--- config.mk ---
export PLATFORM = sky130hd
export DESIGN_NAME = mvf_reader
export DESIGN_NICKNAME = d
export VERILOG_FILES = /design/src/rtl/mvf_reader.sv
export SDC_FILE = /design/constraint.sdc
export NUM_CORES = 1
export LEC_CHECK = 0
export CAP_MARGIN = 20
export CELL_PAD_IN_SITES_DETAIL_PLACEMENT = 1
export CELL_PAD_IN_SITES_GLOBAL_PLACEMENT = 1
export CORE_MARGIN = 3
export CORE_UTILIZATION = 50
export CTS_CLUSTER_DIAMETER = 40
export CTS_CLUSTER_SIZE = 28
export DETAILED_ROUTE_END_ITERATION = 8
export PLACE_DENSITY_LB_ADDON = 0.1
export SLEW_MARGIN = 20
export SYNTH_ARGS = -nofsm -noshare
export SYNTH_HDL_FRONTEND = slang
export SYNTH_SLANG_ARGS = --single-unit
--- constraint.sdc ---
create_clock -name CLK -period 7.8 [get_ports CLK]
set_input_delay 1.56 -clock CLK [delete_from_list [all_inputs] [get_ports CLK]]
set_output_delay 1.56 -clock CLK [all_outputs]
set_load 0.02 [all_outputs]
--- src/rtl/mvf_reader.sv ---
// Raster-scan reader for the motion-vector field RAMs (LFMVram x/y and Pram) with a small output FIFO.
// Reads are throttled so that buffered entries plus in-flight reads never exceed the FIFO depth.
module mvf_reader #(
   parameter int ADDR_W     = 16,
   parameter int MV_W       = 9,
   parameter int P_W        = 6,
   parameter int RAM_LAT    = 1,
   parameter int FIFO_DEPTH = 4
) (
   input  logic              CLK,
   input  logic              reset,
   input  logic              start,
   input  logic [7:0]        height,
   input  logic [7:0]        width,
   output logic [ADDR_W-1:0] rd_index,
   output logic              rd_en,
   input  logic [MV_W-1:0]   doutax,
   input  logic [MV_W-1:0]   doutay,
   input  logic [P_W-1:0]    pdi,
   output logic              out_valid,
   input  logic              out_ready,
   output logic [MV_W-1:0]   out_mvx,
   output logic [MV_W-1:0]   out_mvy,
   output logic [P_W-1:0]    out_p,
   output logic [7:0]        out_col,
   output logic [7:0]        out_row,
   output logic              out_last,
   output logic              busy,
   output logic              done
);
   // state | meaning
   // IDLE  | waiting for start
   // RUN   | issuing reads in raster order
   // DRAIN | all reads issued, emptying read pipeline and FIFO
   // FIN   | one-cycle done pulse
   localparam logic [1:0] S_IDLE  = 2'd0;
   localparam logic [1:0] S_RUN   = 2'd1;
   localparam logic [1:0] S_DRAIN = 2'd2;
   localparam logic [1:0] S_FIN   = 2'd3;

   localparam int PTR_W = $clog2(FIFO_DEPTH);
   localparam int CNT_W = $clog2(FIFO_DEPTH + 1);
   localparam int IFL_W = $clog2(RAM_LAT + 1);
   localparam int ENT_W = 2 * MV_W + P_W + 17;

   logic [1:0]        state_q, state_d;
   logic [7:0]        h_q, w_q, col_q, row_q;
   logic [ADDR_W-1:0] idx_q;
   logic [RAM_LAT-1:0] pv_q;
   logic [RAM_LAT-1:0] plast_q;
   logic [7:0]        pcol_q [RAM_LAT];
   logic [7:0]        prow_q [RAM_LAT];
   logic [IFL_W-1:0]  infl_q;
   logic [ENT_W-1:0]  mem_q [FIFO_DEPTH];
   logic [PTR_W-1:0]  wr_ptr_q, rd_ptr_q;
   logic [CNT_W-1:0]  cnt_q;

   logic             issue, issue_last, col_end, row_end;
   logic             push, pop, accept_start, head_last;
   logic [ENT_W-1:0] head;

   function automatic logic [PTR_W-1:0] ptr_inc(input logic [PTR_W-1:0] p);
      return (p == PTR_W'(FIFO_DEPTH - 1)) ? '0 : p + PTR_W'(1);
   endfunction

   // Gating looks only at registered occupancy, so out_ready never reaches rd_en.
   assign issue        = (state_q == S_RUN) && ((int'(cnt_q) + int'(infl_q)) < FIFO_DEPTH);
   assign col_end      = (col_q == w_q - 8'd1);
   assign row_end      = (row_q == h_q - 8'd1);
   assign issue_last   = col_end && row_end;
   assign accept_start = (state_q == S_IDLE) && start;

   assign push      = pv_q[RAM_LAT-1];
   assign out_valid = (cnt_q != '0);
   assign pop       = out_valid && out_ready;
   assign head      = mem_q[rd_ptr_q];
   assign head_last = head[16];

   assign rd_en    = issue;
   assign rd_index = idx_q;
   assign busy     = (state_q == S_RUN) || (state_q == S_DRAIN);
   assign done     = (state_q == S_FIN);

   assign out_col  = out_valid ? head[7:0]                     : '0;
   assign out_row  = out_valid ? head[15:8]                    : '0;
   assign out_last = out_valid ? head[16]                      : 1'b0;
   assign out_p    = out_valid ? head[17 +: P_W]               : '0;
   assign out_mvy  = out_valid ? head[17 + P_W +: MV_W]        : '0;
   assign out_mvx  = out_valid ? head[17 + P_W + MV_W +: MV_W] : '0;

   always_comb begin
      state_d = state_q;
      case (state_q)
         S_IDLE: begin
            if (start) state_d = (height == 8'd0 || width == 8'd0) ? S_FIN : S_RUN;
         end
         S_RUN:   if (issue && issue_last) state_d = S_DRAIN;
         S_DRAIN: if (pop && head_last) state_d = S_FIN;
         S_FIN:   state_d = S_IDLE;
         default: state_d = S_IDLE;
      endcase
   end

   always_ff @(posedge CLK) begin
      if (reset) begin
         state_q  <= S_IDLE;
         h_q      <= '0;
         w_q      <= '0;
         col_q    <= '0;
         row_q    <= '0;
         idx_q    <= '0;
         pv_q     <= '0;
         plast_q  <= '0;
         infl_q   <= '0;
         wr_ptr_q <= '0;
         rd_ptr_q <= '0;
         cnt_q    <= '0;
         for (int k = 0; k < RAM_LAT; k++) begin
            pcol_q[k] <= '0;
            prow_q[k] <= '0;
         end
      end else begin
         state_q <= state_d;

         if (accept_start) begin
            h_q   <= height;
            w_q   <= width;
            col_q <= '0;
            row_q <= '0;
            idx_q <= '0;
         end else if (issue) begin
            // raster order means row*w+col simply counts up by one per read
            idx_q <= idx_q + ADDR_W'(1);
            if (col_end) begin
               col_q <= '0;
               row_q <= row_q + 8'd1;
            end else begin
               col_q <= col_q + 8'd1;
            end
         end

         pv_q[0]    <= issue;
         plast_q[0] <= issue_last;
         pcol_q[0]  <= col_q;
         prow_q[0]  <= row_q;
         for (int k = 1; k < RAM_LAT; k++) begin
            pv_q[k]    <= pv_q[k-1];
            plast_q[k] <= plast_q[k-1];
            pcol_q[k]  <= pcol_q[k-1];
            prow_q[k]  <= prow_q[k-1];
         end

         case ({issue, push})
            2'b10:   infl_q <= infl_q + IFL_W'(1);
            2'b01:   infl_q <= infl_q - IFL_W'(1);
            default: infl_q <= infl_q;
         endcase

         if (push) begin
            mem_q[wr_ptr_q] <= {doutax, doutay, pdi, plast_q[RAM_LAT-1],
                                prow_q[RAM_LAT-1], pcol_q[RAM_LAT-1]};
            wr_ptr_q        <= ptr_inc(wr_ptr_q);
         end
         if (pop) rd_ptr_q <= ptr_inc(rd_ptr_q);

         case ({push, pop})
            2'b10:   cnt_q <= cnt_q + CNT_W'(1);
            2'b01:   cnt_q <= cnt_q - CNT_W'(1);
            default: cnt_q <= cnt_q;
         endcase
      end
   end

   a_no_overflow: assert property (@(posedge CLK) disable iff (reset)
      !(push && cnt_q == CNT_W'(FIFO_DEPTH)));

endmodule

# Yosys cells after proc, flatten, opt, wreduce, memory -nomap -nowiden
# Memories as Yosys holds them, arrays and structs flattened. A register that Yosys moved wholly into a read port is not among the register bits.
# Index checks and enable logic that the tools add are counted.
dict set report word_totals {
  out_inout_bits 61
  word_cells 89
  input_bits 44
  ram_bits 180
  reg_bits 60
  n_memories 3
}
# memory words width read_ports rd_ports_with_merged_regs write_ports line
set mem_list {}
lappend mem_list {mem_q 4 41 1 1 1 54} ;# logic [ENT_W-1:0] mem_q [FIFO_DEPTH];
lappend mem_list {pcol_q 1 8 1 0 1 51} ;# logic [7:0] pcol_q [RAM_LAT];
lappend mem_list {prow_q 1 8 1 0 1 52} ;# logic [7:0] prow_q [RAM_LAT];
dict set report op_classes {
  add_sub_neg 12
  magnitude_cmp 1
  muxes 28
  n_eq_ne 14
  n_reduce_logical 19
}
# operator count
set ops {}
lappend ops {{$mux W8} 5}
lappend ops {{$mux W9} 2}
lappend ops {{$add A16 B1 Y16 const B} 1}
lappend ops {{$add A8 B1 Y8 const B} 2}
lappend ops {{$eq A8 B8 Y1} 2}
lappend ops {{$logic_not A8 Y1} 2}
lappend ops {{$mux W2} 8}
lappend ops {{$reduce_or A8 Y1} 2}
lappend ops {{$sub A8 B1 Y8 const B} 2}
lappend ops {{$eq A2 B2 Y1 const B} 6}
lappend ops {{$mux W1} 9}
lappend ops {{$pmux W2 S4} 1}
lappend ops {{$eq A2 B1 Y1 const B} 3}
lappend ops {{$logic_and A1 B1 Y1} 6}
lappend ops {{$mux W6} 1}
lappend ops {{$pmux W3 S2} 1}
lappend ops {{$add A2 B1 Y2 const B} 2}
lappend ops {{$add A3 B1 Y4} 1}
lappend ops {{$lt A4 B3 Y1 const B} 1}
lappend ops {{$ne A2 B1 Y1 const B} 2}
lappend ops {{$reduce_bool A2 Y1} 2}
lappend ops {{$add A3 B1 Y3 const B} 1}
lappend ops {{$reduce_and A3 Y1} 1}
lappend ops {{$reduce_bool A3 Y1} 1}
lappend ops {{9 further kinds} 10}

# Depth between registers and ports, before layout
dict set report logic_depth {
  ltp_word 6
  mapped_depth 11
}

# Least setup slack after synthesis
# OpenSTA, ideal clock, no wires.
dict set report synth_timing {
  path_type {reg-to-output}
  start {register with a tool-made name}
  end {output out_col[0]}
  n_path_buf 2
  path_stages_with_launch 5
  required_ns 6.240
  t_arrival_ns 1.794
  path_slack_ns 4.446
  path_cell_list {dfxtp_1 > clkbuf_1 > buf_1 > mux4_2 > and2_1}
}
# element line
set synth_lines {}
lappend synth_lines {{to (decl)} 25} ;# output logic [7:0] out_col,

==> out/results.tsv <==
metric	value	unit
status	complete, no violations	
largest net degree at the start of global routing	53	
Residual DRC	0	
Sinks on Clock Net	242	
Root Buffer	clkbuf_16	
Area growth, synth to finish	23.2	%
Synth top cells by count	164 x edfxtp_1, 78 x dfxtp_1, 60 x nand2_1, 46 x and2_1, 43 x nor2_1	
Main synth FF type	edfxtp_1	
Synth async-reset ratio	0	
most frequent cell after synthesis	edfxtp_1	
Starting Density	0.511	
period utilization	0.598	
Worst Path Required	6240	ps
Max-Cap Viols	0	
overall die width	147	um
Synth Register Bits	242	
global-route wire length before repair	36300	um
via count	6166	
P_int	2650	uW
worst clock skew	20.8	ps
Synth Instances	713	
Routed WL	22600	um
clock buffer depth	3	
Max Fclk	215	MHz
Core Region	19500	um2
routed len/inst	20.2	um
Synth top area share	0.493	
Final nets	886	
RSZ-0062 raised after global routing	no	
post-CTS sizing	0	
Syn Area/Cell	14.0	um2
clk_lat worst skew	550	ps
Arr. time, crit path	3100	ps
Worst setup EP type	output port	
post-synth top area cell	edfxtp_1	
GP Congestion	0.842	
Port Buffers	104	
Flop pwr share	0.391	
# Post-CTS Setup Buffers	0	
setup TNS	0	ps
Max Transition Viols Final	0	
Die Ht	147	um
worst IR drop on VDD	0.164	mV
switching share of power	0.303	
post-DP HPWL	14400	um
shortest period the worst path allows	4660	ps
Clock Pin Slew Worst Setup and Hold Paths	60	ps
post-synth cell types	52	
Hold Vio Cnt, Final	0	
layout cells sized above 1	0.139	
aggregate global-route resource usage	0.209	
grt ovf	0	
vias per inst	5.53	
EDFF count, synth	164	
number of CTS-inserted buffers	31	
Finish-stage setup viols	0	
Initial DRC Count	282	
Detail Route Antenna Nets	0	
pwr/cell area	309	nW/um2
Rel. slew slack	0.539	
CP Max Fanout	29	
H-tree Lvls	1	
Clk pwr share	0.355	
Synthesized Nets	774	
Post-CTS Hold Buffers	0	
hold_ws	472	ps
Pleak	0.00415	uW
synth top area cells	edfxtp_1 49%, dfxtp_1 16%, mux4_2 9.2%, and2_1 2.9%, nand2_1 2.3%	
Power Total	3800	uW
Rows	51	
Ports	105	
synthesized cell area	9980	um2
initial antenna violation count	0	
die area	21700	um2
sequential fraction of the synthesis area	0.650	
Pre-Repair DR Iteration Count	4	
Gate power share	0.254	
n_diodes	0	
measured slew at the worst slew-check pin	691	ps
Synth Warn #	0	
P_sw	1150	uW
Hold Path Class	reg -> reg	
vias in the first global route	6767	
CTS tree	yes	
Worst Setup Start Kind	flip-flop	
worst setup path class	reg -> out	
## critical path: stages, from the launching register on
cell and delay, ps:
dfxtp_2 630, buf_4 580, mux4_2 590, and2_1 200
clkdlybuf4s50_1 540
## state kept, by name (all words and copies together) (netlist names), named ones only
signal / cells
state_q: 2
infl_q: 1
wr_ptr_q: 2
w_q: 8
mem_q: 164
plast_q: 1
h_q: 8
pcol_q: 8
cnt_q: 3
rd_ptr_q: 2
push: 1
row_q: 8
col_q: 8
prow_q: 8
rd_index: 16
## layer usage
layer,wire (um),vias up,GRT usage
met5,0,-,0
met3,767,36,0.0308
met1,9360,3147,0.257
met4,378,0,0.0461
met2,12100,128,0.391
li1,-,2855,-
## kinds of logic (layout without fill, tap and decap cells)
group,after synthesis,count (layout),synth area share
adder cells (fa/ha/maj),17,17,0.0221
AND/OR/NAND/NOR,250,250,0.136
XOR/XNOR,41,41,0.0360
flip-flops,242,242,0.650
multiplexers,43,43,0.0945
buffers and inverters,55,192,0.0229
AO/OA/AOI/OAI,65,65,0.0387
## metrics by stage
stage / std cells / cell area (um2) / util / setup WS [ps]
3_5_place_dp: 1057 / 11300 / 0.578 / 3630
4_1_cts: 1115 / 12300 / 0.630 / 3020
2_1_floorplan: 713 / 9980 / - / 4450
3_3_place_gp: 1057 / 11300 / 0.578 / 3670
5_1_grt: 1115 / 12300 / 0.630 / 2910
6_report: 1115 / 12300 / 0.630 / 3140
## power groups by stage
| stage | Combinational [uW] | Sequential [uW] | Clock [uW] |
|---|---|---|---|
| floorplan | 626 | 1490 | 0 |
| global placement | 937 | 1510 | 0 |
| detailed placement | 968 | 1510 | 0 |
| CTS | 980 | 1490 | 1380 |
| global route | 1050 | 1490 | 1440 |
| finish | 966 | 1480 | 1350 |
## path summary, 6_finish.rpt
kind | startpoint | endpoint | slack, ps | cells after the start
max | flip-flop | out_col[0] | 3140 | 4
min | h_q[7] | h_q[7] | 470 | 2
max reg2reg | w_q[0] | state_q[1] | 4940 | 8
min reg2reg | h_q[7] | h_q[7] | 470 | 2
## final cells by class
| cell class | instances | area [um2] |
|---|---|---|
| Clock buffer | 37 | 830 |
| Multi-Input combinational cell | 416 | 3270 |
| Tap cell | 265 | 332 |
| Inverter | 21 | 78.8 |
| Timing Repair Buffer | 113 | 1110 |
| Fill cell | 1877 | 7230 |
| Clock inverter | 21 | 190 |
| Sequential cell | 242 | 6490 |
## cells in the final DEF (no fill, tap or decap), drive strengths merged, types with 4 or more instances in the layout
| master | synthesis | final |
|---|---|---|
| a21oi | 38 | 38 |
| a31oi | 5 | 5 |
| and2 | 46 | 46 |
| and3 | 10 | 10 |
| buf | 13 | 9 |
| clkbuf | 21 | 37 |
| clkdlybuf4s50 | 0 | 104 |
| clkinv | 0 | 12 |
| dfxtp | 78 | 78 |
| edfxtp | 164 | 164 |
| ha | 16 | 16 |
| inv | 21 | 29 |
| mux4 | 41 | 41 |
| nand2 | 60 | 60 |
| nand3 | 13 | 13 |
| nand3b | 4 | 4 |
| nand4 | 11 | 11 |
| nor2 | 43 | 43 |
| nor2b | 16 | 16 |
| nor3 | 19 | 19 |
| nor4 | 6 | 6 |
| o211ai | 4 | 4 |
| o21ai | 6 | 6 |
| or3 | 9 | 9 |
| xnor2 | 19 | 19 |
| xor2 | 22 | 22 |
No activity file was read; power rests on OpenSTA's default activity.
